--- src/rtl/wb_cfg_arbiter.sv ---
// Round-robin arbiter that shares one pipelined Wishbone register slave between two
// single-beat requesters, with timeout-based error completion.
module wb_cfg_arbiter #(
  parameter int unsigned ADDR_WIDTH = 8,
  parameter int unsigned TIMEOUT    = 16
) (
  input  logic                  clk_i,
  input  logic                  rst_n_i,
  input  logic                  req0_i,
  input  logic                  req0_we_i,
  input  logic [ADDR_WIDTH-1:0] req0_adr_i,
  input  logic [31:0]           req0_dat_i,
  output logic                  req0_ack_o,
  output logic                  req0_err_o,
  input  logic                  req1_i,
  input  logic                  req1_we_i,
  input  logic [ADDR_WIDTH-1:0] req1_adr_i,
  input  logic [31:0]           req1_dat_i,
  output logic                  req1_ack_o,
  output logic                  req1_err_o,
  output logic [31:0]           rsp_dat_o,
  output logic                  wb_cyc_o,
  output logic                  wb_stb_o,
  output logic                  wb_we_o,
  output logic [3:0]            wb_sel_o,
  output logic [ADDR_WIDTH-1:0] wb_adr_o,
  output logic [31:0]           wb_dat_o,
  input  logic [31:0]           wb_dat_i,
  input  logic                  wb_ack_i,
  input  logic                  wb_err_i,
  input  logic                  wb_stall_i
);

  typedef enum logic [1:0] {StIdle, StIssue, StWait, StDone} state_e;

  state_e                r_state;
  logic                  r_last_grant;
  logic                  r_grant;
  logic                  r_cyc;
  logic                  r_stb;
  logic                  r_we;
  logic [ADDR_WIDTH-1:0] r_adr;
  logic [31:0]           r_dat;
  logic [31:0]           r_rsp_dat;
  logic [7:0]            r_tmo_cnt;
  logic                  r_ack0;
  logic                  r_ack1;
  logic                  r_err0;
  logic                  r_err1;

  logic w_grant;
  logic w_timeout;
  logic w_finish;
  logic w_fin_err;

  // With both pending, the port that did not win last time goes next.
  assign w_grant   = (req0_i && req1_i) ? ~r_last_grant : req1_i;
  assign w_timeout = (r_tmo_cnt == 8'(TIMEOUT - 1));
  assign w_finish  = wb_ack_i | wb_err_i | w_timeout;
  // err beats ack; ack beats a simultaneous timeout.
  assign w_fin_err = wb_err_i | (~wb_ack_i & w_timeout);

  always_ff @(posedge clk_i or negedge rst_n_i) begin
    if (!rst_n_i) begin
      r_state      <= StIdle;
      r_last_grant <= 1'b1;
      r_grant      <= 1'b0;
      r_cyc        <= 1'b0;
      r_stb        <= 1'b0;
      r_we         <= 1'b0;
      r_adr        <= '0;
      r_dat        <= '0;
      r_rsp_dat    <= '0;
      r_tmo_cnt    <= '0;
      r_ack0       <= 1'b0;
      r_ack1       <= 1'b0;
      r_err0       <= 1'b0;
      r_err1       <= 1'b0;
    end else begin
      r_ack0 <= 1'b0;
      r_ack1 <= 1'b0;
      r_err0 <= 1'b0;
      r_err1 <= 1'b0;
      unique case (r_state)
        StIdle: begin
          if (req0_i || req1_i) begin
            r_grant   <= w_grant;
            r_we      <= w_grant ? req1_we_i  : req0_we_i;
            r_adr     <= w_grant ? req1_adr_i : req0_adr_i;
            r_dat     <= w_grant ? req1_dat_i : req0_dat_i;
            r_cyc     <= 1'b1;
            r_stb     <= 1'b1;
            r_tmo_cnt <= '0;
            r_state   <= StIssue;
          end
        end
        StIssue, StWait: begin
          r_tmo_cnt <= r_tmo_cnt + 8'd1;
          if (w_finish) begin
            r_cyc   <= 1'b0;
            r_stb   <= 1'b0;
            r_state <= StDone;
            if (w_fin_err) begin
              r_err0 <= ~r_grant;
              r_err1 <= r_grant;
            end else begin
              r_ack0 <= ~r_grant;
              r_ack1 <= r_grant;
              if (!r_we) r_rsp_dat <= wb_dat_i;
            end
          end else if (r_state == StIssue && !wb_stall_i) begin
            r_stb   <= 1'b0;
            r_state <= StWait;
          end
        end
        StDone: begin
          r_last_grant <= r_grant;
          r_state      <= StIdle;
        end
        default: r_state <= StIdle;
      endcase
    end
  end

  assign req0_ack_o = r_ack0;
  assign req1_ack_o = r_ack1;
  assign req0_err_o = r_err0;
  assign req1_err_o = r_err1;
  assign rsp_dat_o  = r_rsp_dat;
  assign wb_cyc_o   = r_cyc;
  assign wb_stb_o   = r_stb;
  assign wb_we_o    = r_we;
  assign wb_sel_o   = r_cyc ? 4'hF : 4'h0;
  assign wb_adr_o   = r_adr;
  assign wb_dat_o   = r_dat;

endmodule

--- config.mk ---
export PLATFORM = sky130hd
export DESIGN_NAME = wb_cfg_arbiter
export DESIGN_NICKNAME = d
export VERILOG_FILES = /design/src/rtl/wb_cfg_arbiter.sv
export SDC_FILE = /design/constraint.sdc
export NUM_CORES = 1
export LEC_CHECK = 0
export BUFFER_PORTS_ARGS = -buffer_cell sky130_fd_sc_hd__clkbuf_2
export CORE_ASPECT_RATIO = 1.25
export CORE_UTILIZATION = 43
export CTS_BUF_LIST = sky130_fd_sc_hd__clkbuf_8 sky130_fd_sc_hd__clkbuf_16
export DETAILED_ROUTE_END_ITERATION = 7
export GPL_ROUTABILITY_DRIVEN = 0
export MAX_ROUTING_LAYER = met4
export PLACE_DENSITY = 0.76
export SETUP_SLACK_MARGIN = 0.1
export SLEW_MARGIN = 25
export SYNTH_ARGS = -nofsm -noshare
export SYNTH_HDL_FRONTEND = slang
export SYNTH_SLANG_ARGS = --single-unit
--- constraint.sdc ---
create_clock -name clk_i -period 5.6 [get_ports clk_i]
set_input_delay 0.84 -clock clk_i [delete_from_list [all_inputs] [get_ports clk_i]]
set_output_delay 0.84 -clock clk_i [all_outputs]
set_load 0.05 [all_outputs]
Word level (Yosys, flattened, before mapping) --
Cells that the tools add are included.
Word-level totals: bits in registers 91, input port bits 121, output and inout port bits 83
Cells by class: add/subtract/negate cells 1, equality and inequality tests 7, muxes and demuxes 29, bitwise logic cells 9, reductions and logical operators 13
Operators with widths (count):
- 32-bit two-way mux | 1
- 1-bit two-way mux | 18
- 8-bit two-way mux | 2
- 8-bit case mux with 2 select lines | 1
- 8-bit by 1-bit adder with 8-bit output, second input constant | 1
- 8-bit by 4-bit equality test with 1-bit output, second input constant | 1
- 2-bit two-way mux | 3
- 2-bit case mux with 3 select lines | 1
- 2-bit AND reduction | 3
- 3-bit AND reduction | 2
- 1-bit inverter | 5
- 2-bit equality test, second input constant | 2
- 4-bit two-way mux | 1
- 2-bit inequality test, second input constant | 2
- 1-bit case mux with 2 select lines | 2
- 4-bit AND reduction | 1
- 3-bit inequality test, second input constant | 1
- 1-bit OR | 3
- 2-bit by 1-bit equality test with 1-bit output, second input constant | 1
- 1-bit logical AND | 2
- 2-bit zero test | 1
- 2-bit nonzero test | 1
- 2-bit OR reduction | 1
- 1-bit AND | 1
- other kinds (2) | 2

Longest topological paths before layout --
word-level depth 6, mapped depth 8, gate-level depth less buffers 6

Least setup slack after synthesis --
Ideal clock, no wire load.
path type register to register, start register r_state[0], end register r_rsp_dat[0] (netlist: rsp_dat_o[0]), setup time 125 ps, arrival time 1870 ps, required time 5475 ps, slack 3605 ps, cell stages (with the launch flop) 9, path buffers 2, clock period less this slack 1995 ps, path through dfrtp_1 > inv_1 > ha_1 > buf_4 > nor2b_1 > nand2_1 > nor2_1 > buf_2 > mux2_2
On the way: word-level cells in the longest chain between the ends 3
Ends and longest elaborated chain:
- start, declared | line 36 | state_e r_state;
- start signal, assigned | line 65 | r_state <= StIdle;
- start signal, assigned | line 94 | r_state <= StIssue;
- start signal, assigned | line 102 | r_state <= StDone;
- 2-bit by 1-bit equality test with 1-bit output or 2-bit equality test (tied branches) | line 84 | unique case (r_state)
- 2-bit OR reduction * | line 84
- 4-bit AND reduction (no source line) *
- end signal, assigned | line 109 | if (!r_we) r_rsp_dat <= wb_dat_i;
- end, declared | line 44 | logic [31:0] r_rsp_dat;
Mark *: on every way between the ends. The rest lies on a longest branch, timed or not. A chain may end at the register's enable or synchronous reset.

Worst setup path in the final report --
start register r_state[0], end register r_rsp_dat[30] (netlist: rsp_dat_o[30])
The elaborated chain is that of the path after synthesis.

==> impl_results.md <==
- CTS root buf: clkbuf_8
- Worst-margin pin slew: 0.676 ns
- Area of the core: 8800 µm²
- Share of the synthesized area in the top cell type: 0.570
- Leakage: between 2 and 3 nW
- # rows: 38
- Period utilization: 0.396
- Initial Util: 0.449
- Post-layout net count: 656
- Initial antenna violation count: 0
- Ys async rst share: 1.00
- Gr ovfl total: 0
- Power per Cell Area: 684 nW/µm²
- Port Buf Inserts: 203
- TritonCTS clock tree: built
- Setup TNS: 0 ns
- Postcts setup bufs: 0
- RSZ-0062 raised after global routing: no
- Synth Net Count: 460
- Overall Global Routing Usage: 0.184
- Mean Syn Cell Area: 11.8 µm²
- Clk sinks: 91
- Count leader, synth: dfrtp_1
- Critical path class: flip-flop to flip-flop
- Skew final: 0.00976 ns
- Fin crit period: 2.21 ns
- Post-synth EDFFs: 0
- Antenna Cells: 0
- Largest net degree at the start of global routing: 66
- Largest area contributor in the netlist: dfrtp_1
- Startpoint Class: flip-flop
- Die ar.: 9580 µm²
- Number of DRC markers in iteration 0: 91
- Die Ht: 109 µm
- Yosys cell types: 34
- Warnings, synthesis: 0
- Layout cells sized above 1: 0.496
- Status: complete, no violations
- Number of remaining DRC errors: 0
- Most frequent cells after synthesis: dfrtp_1, nand2_1, o21ai_0
- Worst Hold Class: input pin to async pin
- Antenna Violating Nets Remaining: 0
- Wire per inst: 12.7 µm
- Clock buffer depth: 2
- Pre-Repair DR Iteration Count: 7
- Max-slew violations: 0
- Routed WL: 8.34 mm
- Mapped Cells: 335
- Tot Pwr: about 3.6 mW
- Worst slew margin: 0.549
- Post-synthesis sequential area ratio: 0.577
- Worst EP arrival: approximately 2.5 ns
- Total CTS buffers: 9
- Final setup vio count: 0
- Max Fanout on Critical Path: 32
- Post-CTS sizing: 0
- Final hold violations: 0
- Vias in the first global route: between 2k and 3k
- H-tree levels: 3
- #FFs+latches synth: 91
- Via count: a little over 3k
- Mapped cell area: 3950 µm²
- I/O pin cnt: 204
- Max-cap violations: 0
- CTS hold repair buffers: 0
- Top cells by area, synth: dfrtp_1, mux2i_1, mux2_2, o21ai_0, nand2_1
- WP data required: about 6 ns
- Vias per cell: 4.73
- Die W: 87.7 µm
- Global-route wire length before repair: about 13 mm
- Synth Flop Type: dfrtp_1
- CP Capture Type: flip-flop
- Worst skew pair latency: 0.35 ns
- Post-DP HPWL: around 6.4 mm
- Clock transition at the registers of the reported paths: 0.09 ns
- Maximum vdd drop: 0.276 mV
- Max frequency: 452 MHz
- Area grow syn2layout: 33.9%
==> routing by layer <==
layer | GRT usage | vias up | share of wire
li1 | - | 1552 | -
met1 | 0.209 | 1381 | 0.42
met2 | 0.310 | 157 | 0.50
met3 | 0.0416 | 11 | 0.064
met4 | 0.0785 | 0 | 0.015
met5 | - | - | 0
==> where the power goes <==
| group | internal, mW | total [mW] | switching [mW] | leakage, nW |
|---|---|---|---|---|
| Sequential | 0.972 | 1.15 | 0.181 | 1.13 |
| Clock | 0.268 | 0.503 | 0.235 | 0.117 |
| Combinational | 0.513 | 1.96 | 1.45 | 1.55 |
==> worst max-delay path: stages, from the launching register on <==
cell     delay [ns]
dfrtp_1        0.40
inv_1          0.06
ha_1           0.47
nor2b_1        0.22
nand2_1        0.12
nor2_2         0.08
buf_4          0.35
mux2_2         0.39
==> stage by stage <==
step	hold WS, ns	std cells	utilization	instance area (µm²)	setup WS [ns]
floorplan	0.459	335	-	3950	3.61
global placement	0.462	640	0.575	5060	3.31
detailed placement	0.470	640	0.575	5060	3.23
CTS	0.440	656	0.601	5290	3.36
global route	0.458	656	0.601	5290	3.24
finish	0.428	656	0.601	5290	3.39
==> cells in the final DEF, fill, tap and decap left out, types with 2 or more instances in the layout <==
cell type | synthesis | final
mux2_2 | 34 | 34
nor4_1 | 2 | 2
inv_1 | 4 | 4
o21ai_0 | 47 | 46
clkinv_4 | 0 | 2
clkbuf_8 | 0 | 10
clkbuf_2 | 0 | 202
buf_4 | 5 | 5
ha_1 | 4 | 4
a21oi_1 | 4 | 4
mux2i_1 | 42 | 42
nand3_1 | 2 | 2
bufinv_16 | 0 | 2
nor2_1 | 13 | 12
inv_6 | 0 | 2
xnor2_1 | 3 | 3
dfrtp_1 | 90 | 90
nor3_1 | 2 | 2
nand2_1 | 49 | 49
==> logic make-up (layout without fill, tap and decap cells) <==
family	Yosys count	count (layout)	synth area share
flip-flops	91	91	0.577
AO/OA/AOI/OAI	59	59	0.0814
multiplexers	76	76	0.203
buffers and inverters	26	227	0.0336
adder cells (fa/ha/maj)	4	4	0.0127
AND/OR/NAND/NOR	75	75	0.0833
XOR/XNOR	4	4	0.00887
==> state kept, by name, summed over array words and instances (netlist names) <==
signal        count
wb_we_o           1
rsp_dat_o        32
wb_stb_o          1
req1_ack_o        1
r_grant           1
wb_cyc_o          1
wb_dat_o         32
r_state           2
r_tmo_cnt         8
r_last_grant      1
req0_ack_o        1
wb_adr_o          8
req1_err_o        1
req0_err_o        1
==> final timing paths <==
kind / from / to / slack, ns / cells after the start
min in group clk_i: wb_dat_o[21]$_DFFE_PN0P_ / wb_dat_o[21]$_DFFE_PN0P_ / 0.49 / 2
max in group asynchronous: rst_n_i / r_tmo_cnt[2]$_DFFE_PN0P_ / 4.11 / 2
worst max-delay path: r_state[0]$_DFFE_PN0P_ / rsp_dat_o[30]$_DFFE_PN0P_ / 3.39 / 7
worst max register to register: r_state[0]$_DFFE_PN0P_ / rsp_dat_o[30]$_DFFE_PN0P_ / 3.39 / 7
worst min-delay path: rst_n_i / rsp_dat_o[6]$_DFFE_PN0P_ / 0.43 / 1
worst min register to register: wb_dat_o[21]$_DFFE_PN0P_ / wb_dat_o[21]$_DFFE_PN0P_ / 0.49 / 2
==> cell type report <==
cell class,count,area (µm²)
timing repair buffer,207,1050
multi-input combinational,218,1560
clock buffer,10,138
clock inverter,6,95.1
inverter,4,15.0
sequential,91,2280
fill,743,3510
tap,120,150
Power figures use the tool's default switching activity.
